<file path="src/rtl/traffic_monitor_pkg.sv">
// Shared types for the traffic-light monitor: lamp codes, error causes, FSM states
// and the transition legality rule used by the tracker.
package traffic_monitor_pkg;

   typedef enum logic [1:0] {
      OFF    = 2'b00,
      GREEN  = 2'b01,
      YELLOW = 2'b10,
      RED    = 2'b11
   } code_e;

   typedef enum logic [2:0] {
      ERR_NONE  = 3'b000,
      ERR_MULTI = 3'b001,
      ERR_TRANS = 3'b010,
      ERR_DWELL = 3'b011
   } err_e;

   typedef enum logic [1:0] {
      ST_INIT  = 2'b00,
      ST_TRACK = 2'b01,
      ST_FAULT = 2'b10
   } fsm_e;

   // Normal mode follows the G->Y->R->G rotation; alert mode only ever heads to
   // yellow, or blinks between yellow and dark.
   function automatic logic trans_legal(input code_e cur, input code_e nxt, input logic alert);
      logic ok;
      ok = 1'b0;
      if (cur == nxt) begin
         ok = 1'b1;
      end else if (!alert) begin
         ok = (cur == GREEN  && nxt == YELLOW) ||
              (cur == YELLOW && nxt == RED)    ||
              (cur == RED    && nxt == GREEN);
      end else begin
         ok = (cur == OFF    && nxt == YELLOW) ||
              (cur == YELLOW && nxt == OFF)    ||
              (cur == GREEN  && nxt == YELLOW) ||
              (cur == RED    && nxt == YELLOW);
      end
      return ok;
   endfunction

endpackage

</file>
<file path="src/rtl/traffic_monitor_lamp_decode.sv">
// Combinational lamp-pattern decoder; flags any pattern with more than one lamp lit.
// Zero latency.
module lamp_decode
   import traffic_monitor_pkg::*;
(
   input  logic [2:0] lamp_i,
   output code_e      code_o,
   output logic       multi_o
);

   always_comb begin
      code_o  = OFF;
      multi_o = 1'b0;
      case (lamp_i)
         3'b000:  code_o = OFF;
         3'b001:  code_o = GREEN;
         3'b010:  code_o = YELLOW;
         3'b100:  code_o = RED;
         default: multi_o = 1'b1;
      endcase
   end

endmodule

</file>
<file path="src/rtl/traffic_monitor.sv">
// Traffic-light sequence monitor: decodes sampled lamps, checks transitions and dwell,
// counts rotations, latches the first error. One-cycle latency from sample to outputs.
module traffic_monitor
   import traffic_monitor_pkg::*;
#(
   parameter int MAX_DWELL = 200,
   parameter int CW        = 8
) (
   input  logic          clk,
   input  logic          rst_n,
   input  logic          sample,
   input  logic [2:0]    lamp,
   input  logic          alert,
   output logic [1:0]    state_code,
   output logic          valid,
   output logic          err,
   output logic [2:0]    err_code,
   output logic [CW-1:0] dwell,
   output logic [CW-1:0] cycles
);

   localparam logic [CW-1:0] ONE = {{(CW-1){1'b0}}, 1'b1};

   fsm_e          state_q;
   code_e         code_q;
   logic          valid_q;
   logic          err_q;
   err_e          err_code_q;
   logic [CW-1:0] dwell_q;
   logic [CW-1:0] cycles_q;

   code_e         dec_code;
   logic          dec_multi;
   logic [CW-1:0] dwell_inc;
   logic          dwell_over;

   lamp_decode u_lamp_decode (
      .lamp_i  (lamp),
      .code_o  (dec_code),
      .multi_o (dec_multi)
   );

   assign dwell_inc  = (dwell_q == '1) ? dwell_q : dwell_q + ONE;
   // Overflow is judged on the unsaturated count so a limit at the counter ceiling still trips.
   assign dwell_over = (32'(dwell_q) + 32'd1) > 32'(MAX_DWELL);

   always_ff @(posedge clk) begin
      if (!rst_n) begin
         state_q    <= ST_INIT;
         code_q     <= OFF;
         valid_q    <= 1'b0;
         err_q      <= 1'b0;
         err_code_q <= ERR_NONE;
         dwell_q    <= '0;
         cycles_q   <= '0;
      end else if (sample) begin
         case (state_q)
            ST_INIT: begin
               if (dec_multi) begin
                  err_q      <= 1'b1;
                  err_code_q <= ERR_MULTI;
                  state_q    <= ST_FAULT;
               end else begin
                  code_q  <= dec_code;
                  valid_q <= 1'b1;
                  dwell_q <= ONE;
                  state_q <= ST_TRACK;
               end
            end
            ST_TRACK: begin
               if (dec_multi) begin
                  err_q      <= 1'b1;
                  err_code_q <= ERR_MULTI;
                  state_q    <= ST_FAULT;
               end else if (dec_code == code_q) begin
                  dwell_q <= dwell_inc;
                  if (dwell_over) begin
                     err_q      <= 1'b1;
                     err_code_q <= ERR_DWELL;
                     state_q    <= ST_FAULT;
                  end
               end else if (trans_legal(code_q, dec_code, alert)) begin
                  code_q  <= dec_code;
                  dwell_q <= ONE;
                  if (code_q == RED && dec_code == GREEN && !alert)
                     cycles_q <= cycles_q + ONE;
               end else begin
                  err_q      <= 1'b1;
                  err_code_q <= ERR_TRANS;
                  state_q    <= ST_FAULT;
               end
            end
            ST_FAULT: begin
               // Keep following the lamps for diagnosis; no new errors, rotations frozen.
               if (!dec_multi) begin
                  valid_q <= 1'b1;
                  if (!valid_q || dec_code != code_q) begin
                     code_q  <= dec_code;
                     dwell_q <= ONE;
                  end else begin
                     dwell_q <= dwell_inc;
                  end
               end
            end
            default: state_q <= ST_INIT;
         endcase
      end
   end

   assign state_code = code_q;
   assign valid      = valid_q;
   assign err        = err_q;
   assign err_code   = err_code_q;
   assign dwell      = dwell_q;
   assign cycles     = cycles_q;

endmodule

</file>
<file path="config.mk">
export PLATFORM = sky130hd
export DESIGN_NAME = traffic_monitor
export DESIGN_NICKNAME = d
export VERILOG_FILES = /design/src/rtl/traffic_monitor_pkg.sv /design/src/rtl/traffic_monitor_lamp_decode.sv /design/src/rtl/traffic_monitor.sv
export SDC_FILE = /design/constraint.sdc
export NUM_CORES = 1
export LEC_CHECK = 0
export ABC_CLOCK_PERIOD_IN_PS = 2800
export BUFFER_PORTS_ARGS = -buffer_cell sky130_fd_sc_hd__buf_2
export CORE_MARGIN = 10
export CORE_UTILIZATION = 37
export CTS_CLUSTER_SIZE = 12
export DETAILED_ROUTE_END_ITERATION = 16
export PLACE_DENSITY = 0.55
export SYNTH_ARGS = -nofsm -noshare
export SYNTH_HDL_FRONTEND = slang
export SYNTH_SLANG_ARGS = --single-unit
</file>
<file path="constraint.sdc">
create_clock -name clk -period 2.8 [get_ports clk]
set_input_delay 0.42 -clock clk [delete_from_list [all_inputs] [get_ports clk]]
set_output_delay 0.42 -clock clk [all_outputs]
set_load 0.05 [all_outputs]
</file>
==> metrics.yaml, run 1 <==
dr_total_vias: 1600
synth_cell_types: 55
final_util_pct: 43.91
drv_slew: 0
crit_cells: 7
wl_um: 3989
clock_skew_ns: 0.007528
synth-edff-count: 0
r2r_cells: 7
crit_type: "reg2reg"
cp_max_fo: 13
cts-root-buf: "clkbuf_8"
power_density_nw_per_um2: 448.4
ioPinCount: 30
n_antenna_cell: 0
cts_buffers: 3
clk-insertion-delay-late_ns: 0.27
grt_pass1_vias: 1461
areaGrowthSynthToFinish_pct: 13.07
critPathRequiredTime_ns: 3.01
synth_flop_cell: "dfxtp_1"
syn_inst: 214
hpwlAfterDp_um: 2930
p_seq_share_pct: 42.7
yosysWarningCount: 0
hold_path_class: "reg2reg"
cts_tree: "built"
post_drt_wl_per_cell_um: 13.90
cp-start-kind: "register"
drt-initial-drc-count: 50
cp_cell_sequence: "nor4b_1, a31o_1, a31oi_1, and2_1, a311o_1, or4b_1, a21boi_1"
post_cts_buffers: 0
p_leak_nw: 0.7685
status: "complete, no violations"
synth_top_area_cell: "dfxtp_1"
ys_seq_elements: 24
finalSetupViolations: 0
yosys.area_share.adder_pct: 5.693
synth-simple-area-share_pct: 27.66
avgSynthCellArea_um2: 8.010
start_util_pct: 38.83
clk_pin_slew_ns: 0.09
drive_gt1_share_pct: 18.72
synth-async-reset-ratio_pct: 0
clockBufferDepth: 2
first_pass_iters: 4
yosys-top-cells-area: "dfxtp_1 28%, ha_1 5.1%, o21ai_0 4.4%"
dieArea_um2: 7755
htreeDepth: 1
synth_top_cell_area_share_pct: 28.03
synth_top_family_by_area: "simple AND/OR/NAND/NOR gates"
synth_compound_area_share_pct: 24.53
antenna_found_initial: 0
cts_hold_buf: 0
cpPeakStageDelay_ns: 0.55
cap_violations: 0
seq_area_frac_synth_pct: 28.03
grt_pass1_wl_um: 6727
nNetsFinal: 250
grt_setup_unrepaired: "false"
critPathSlowestCell: "dfxtp_1"
hold_viol_final: 0
hold_path_depth: 2
p_int_uw: 610.1
dieHeight_um: 88.07
viasPerCell: 5.575
comb_power_share_pct: 21.5
fin_crit_ns: 2.481
post-route-period-util_pct: 88.59
rows: 24
finalSetupTns_ns: 0
grt_max_degree: 31
max_freq_ghz: 0.4031
place_congestion: 0.7908
cts_resized: 0
crit_path_end_kind: "register"
synth_area_um2: 1714
arrival_ns: 2.69
synth_most_common_cell: "dfxtp_1"
synth_commonest_cells: "24 x dfxtp_1, 16 x nor2_1, 15 x nand2_1, 15 x o21ai_0, 11 x a21oi_1"
synthMuxAreaShare_pct: 2.920
final_antenna_net_count: 0
io_buffers: 28
swShare_pct: 29.79
grtUsageTotal_pct: 10.30
drc: 0
power_frac_clock_pct: 35.9
core_um2: 4414
syn-num-nets: 228
max-vdd-ir-drop_mv: 0.2668
synth-xor-area-share_pct: 4.599
p_switching_uw: 258.9
cp_top_family: "simple AND/OR/NAND/NOR gates"
fillers: 469
clkSinkCount: 24
overflow: 0
worst-path-buf-inv: 0
die_w_um: 88.07
==> power by group through the flow <==
stage	Sequential (mW)	Clock, mW	Combinational (mW)
after global placement	0.379	0	0.188
after detailed placement	0.379	0	0.187
after CTS	0.371	0.322	0.188
final	0.371	0.312	0.187
after floorplan	0.403	0	0.124
after global routing	0.374	0.335	0.206
==> registers in the layout, indices dropped and copies added (netlist names) <==
| name | cells |
|---|---|
| cycles | 8 |
| state_code | 2 |
| dwell | 8 |
| state_q | 2 |
| err | 1 |
| valid | 1 |
| err_code | 2 |
==> cell usage in the layout (no fill, tap or decap), types with 6 or more instances in the layout <==
master	netlist	final
xnor2_1	7	7
nor2_1	16	16
dfxtp_1	24	24
nand2_1	15	15
a21oi_1	11	11
buf_2	3	28
o21ai_0	15	15
nor3_1	6	6
a31oi_1	7	7
ha_1	7	7
inv_1	7	7
nand3_1	8	8
==> kinds of logic after synthesis <==
kind of cell,Yosys count
AOI/OAI and AO/OA,61
and+or+nand+nor,84
buffers and inverters,22
DFF,24
muxes,5
other,1
adders and majority gates,8
xor gates and xnor gates,9
==> worst min-delay path: stages (launching register included) <==
cell	delay (ns)
dfxtp_1	0.32
nand2_1	0.05
mux2i_1	0.05
==> path summary, 6_finish.rpt <==
path	to	start	slack (ns)
worst min-delay path	err_code[1]	err_code[1]	0.46
worst max-delay path	dwell[3]	state_code[0]	0.32
worst min register to register	err_code[1]	err_code[1]	0.46
worst max register to register	dwell[3]	state_code[0]	0.32
==> per-stage QoR <==
step | power [mW] | cells | setup WS (ns) | cell area, um^2 | hold slack, ns
floorplan | 0.5268 | 214 | 0.1721 | 1714 | 0.4714
global placement | 0.5668 | 283 | 0.2566 | 1867 | 0.4510
detailed placement | 0.5665 | 283 | 0.2413 | 1867 | 0.4529
CTS | 0.8815 | 287 | 0.3339 | 1938 | 0.4729
global route | 0.9151 | 287 | 0.02718 | 1938 | 0.4784
finish | 0.8690 | 287 | 0.3195 | 1938 | 0.4629
==> final cells by class <==
cell class | count | area, um^2 | area share (%)
clock buffer | 3 | 41.29 | 2.130
clock inverter | 1 | 30.03 | 1.549
inverter | 7 | 26.28 | 1.356
multi-input combinational | 168 | 1125 | 58.04
sequential | 24 | 480.5 | 24.79
tap | 52 | 65.06 | 3.357
timing repair buffer | 32 | 170.2 | 8.780
==> per-layer routing <==
layer | track usage (%) | up-vias | wire, um
li1 | - | 821 | -
met1 | 13.53 | 756 | 2000
met2 | 16.40 | 21 | 1785
met3 | 2.878 | 2 | 179
met4 | 2.140 | 0 | 23
met5 | 0 | - | 0
No activity file was read; power rests on OpenSTA's default activity.
==> run 2: changes to the inputs <==
--- a/config.mk
+++ b/config.mk
@@ -8,10 +8,10 @@
 export ABC_CLOCK_PERIOD_IN_PS = 2800
 export BUFFER_PORTS_ARGS = -buffer_cell sky130_fd_sc_hd__buf_2
 export CORE_MARGIN = 10
-export CORE_UTILIZATION = 37
+export CORE_UTILIZATION = 56
 export CTS_CLUSTER_SIZE = 12
 export DETAILED_ROUTE_END_ITERATION = 16
-export PLACE_DENSITY = 0.55
+export PLACE_DENSITY = 0.78
 export SYNTH_ARGS = -nofsm -noshare
 export SYNTH_HDL_FRONTEND = slang
 export SYNTH_SLANG_ARGS = --single-unit
==> run 2 against run 1 <==
Effect of this change: non-clock buffer count decreased by 1; die area decreased by 27%; clock power decreased by 16%; critical path depth unchanged; setup slack got worse by 0.031 ns; sequential cell count unchanged; global-route usage increased by 3.7 points; critical path type unchanged.
==> metrics.yaml, run 2 (synthesis gave the netlist of run 1 again) <==
status: "complete, no violations"
dieHeight_um: 75.33
dr_total_vias: 1607
grt_max_degree: 31
worstMarginPinSlew_ns: 0.5459
overflow: 0
core_um2: 3003
r2r-end: "dwell[3]"
drv_slew: 0
cts-root-buf: "clkbuf_4"
areaGrowthSynthToFinish_pct: 10.15
grt_pass1_wl_um: 6492
antenna_found_initial: 0
finalSetupViolations: 0
start_util_pct: 57.08
crit_path_end_kind: "register"
crit_type: "reg2reg"
final_cell_area_um2: 1888
cts_tree: "built"
clkSinkCount: 24
post_drt_wl_per_cell_um: 13.85
max-vdd-ir-drop_mv: 0.5054
dieArea_um2: 5674
htreeDepth: 1
grt_setup_unrepaired: "false"
multi_input_area_um2: 1125
hold_viol_final: 0
cts_resized: 0
drt-initial-drc-count: 173
slew_headroom_pct: 63.39
place_congestion: 0.8551
setup.worst_path.end: "dwell[3]"
post-route-period-util_pct: 89.69
finalSetupTns_ns: 0
post_cts_buffers: 0
final_antenna_net_count: 0
die_w_um: 75.33
cap_violations: 0
rows: 20
clk-insertion-delay-late_ns: 0.33
whs_ns: 0.4663
io_buffers: 28
hpwlAfterDp_um: 2721
placed_area_um2: 1836
cp-start-kind: "register"
first_pass_iters: 4
seqCellArea_um2: 480.5
grtUsageTotal_pct: 14.03
drive_gt1_share_pct: 18.38
p_leak_nw: 0.7565
final_common_cell: "buf_2"
ioPinCount: 30
viasPerCell: 6.019
cts_hold_buf: 0
cts_buffers: 3
r2r_cells: 7
fillers: 282
critPathLaunch: "state_code[0]"
reg2reg_slack_ns: 0.29
mostFrequentLayoutCells: "28 x buf_2, 24 x dfxtp_1, 16 x nor2_1, 15 x nand2_1, 15 x o21ai_0"
clk_pin_slew_ns: 0.14
power_density_nw_per_um2: 432.3
drc: 0
max_freq_ghz: 0.3982
n_antenna_cell: 0
clockBufferDepth: 2
arrival_ns: 2.78
critPathRequiredTime_ns: 3.07
fin_crit_ns: 2.511
hold_path_class: "reg2reg"
wl_um: 3697
grt_pass1_vias: 1409
timing.rr.start: "state_code[0]"
cp_max_fo: 13
clock_skew_ns: 0.004172
nNetsFinal: 249
run 2: changes by cell type in the layout (fill, tap and decap cells not counted):
cell      previous run  this run
buf_4                4         3
clkbuf_8             3         0
clkbuf_4             0         3
run 2: critical path, cell delays in order (launching register included):
cell and delay, ns:
dfxtp_1 0.55, nor4b_1 0.31, a31o_1 0.14, a31oi_1 0.13, and2_1 0.23, a311o_1 0.44
or4b_1 0.53, a21boi_1 0.13
run 2: cell type report:
type                    count  area share [%]
clock buffers               3           1.193
multi-input cells         168           59.58
flip-flops and latches     24           25.45
repair buffers             31           8.615
well taps                  33           2.187
clock inverters             1           1.590
inverters                   7           1.392
run 2: power breakdown:
part	total (mW)	internal (mW)	switching [mW]
Combinational	0.185	0.0645	0.121
Clock	0.261	0.145	0.116
Sequential	0.370	0.354	0.0163
run 2: layer usage:
metal  track usage [%]  wire length, um  up-vias
li1                  -                -      821
met1             18.00             1678      755
met2             22.19             1787       26
met3             4.036              196        5
met4             4.124               35        0
met5                 0                0        -
run 2: worst min path at each step:
stage	cells past startpoint	slack, ns	start	endpoint
detailed placement	2	0.45	err_code[0]	err_code[0]
floorplan	2	0.47	state_q[1]	state_q[1]
CTS	3	0.47	sample	state_q[1]
global placement	2	0.44	err_code[0]	err_code[0]
global route	3	0.49	sample	state_q[1]
finish	2	0.47	err_code[0]	err_code[0]
run 2: through the flow:
step	utilization (%)	cells	power [mW]	setup slack, ns
2_1_floorplan	-	214	0.5268	0.1721
3_3_place_gp	61.12	263	0.5606	0.2855
3_5_place_dp	61.12	263	0.5618	0.2173
4_1_cts	62.88	267	0.8200	0.2948
5_1_grt	62.88	267	0.8555	0.1737
6_report	62.88	267	0.8162	0.2887
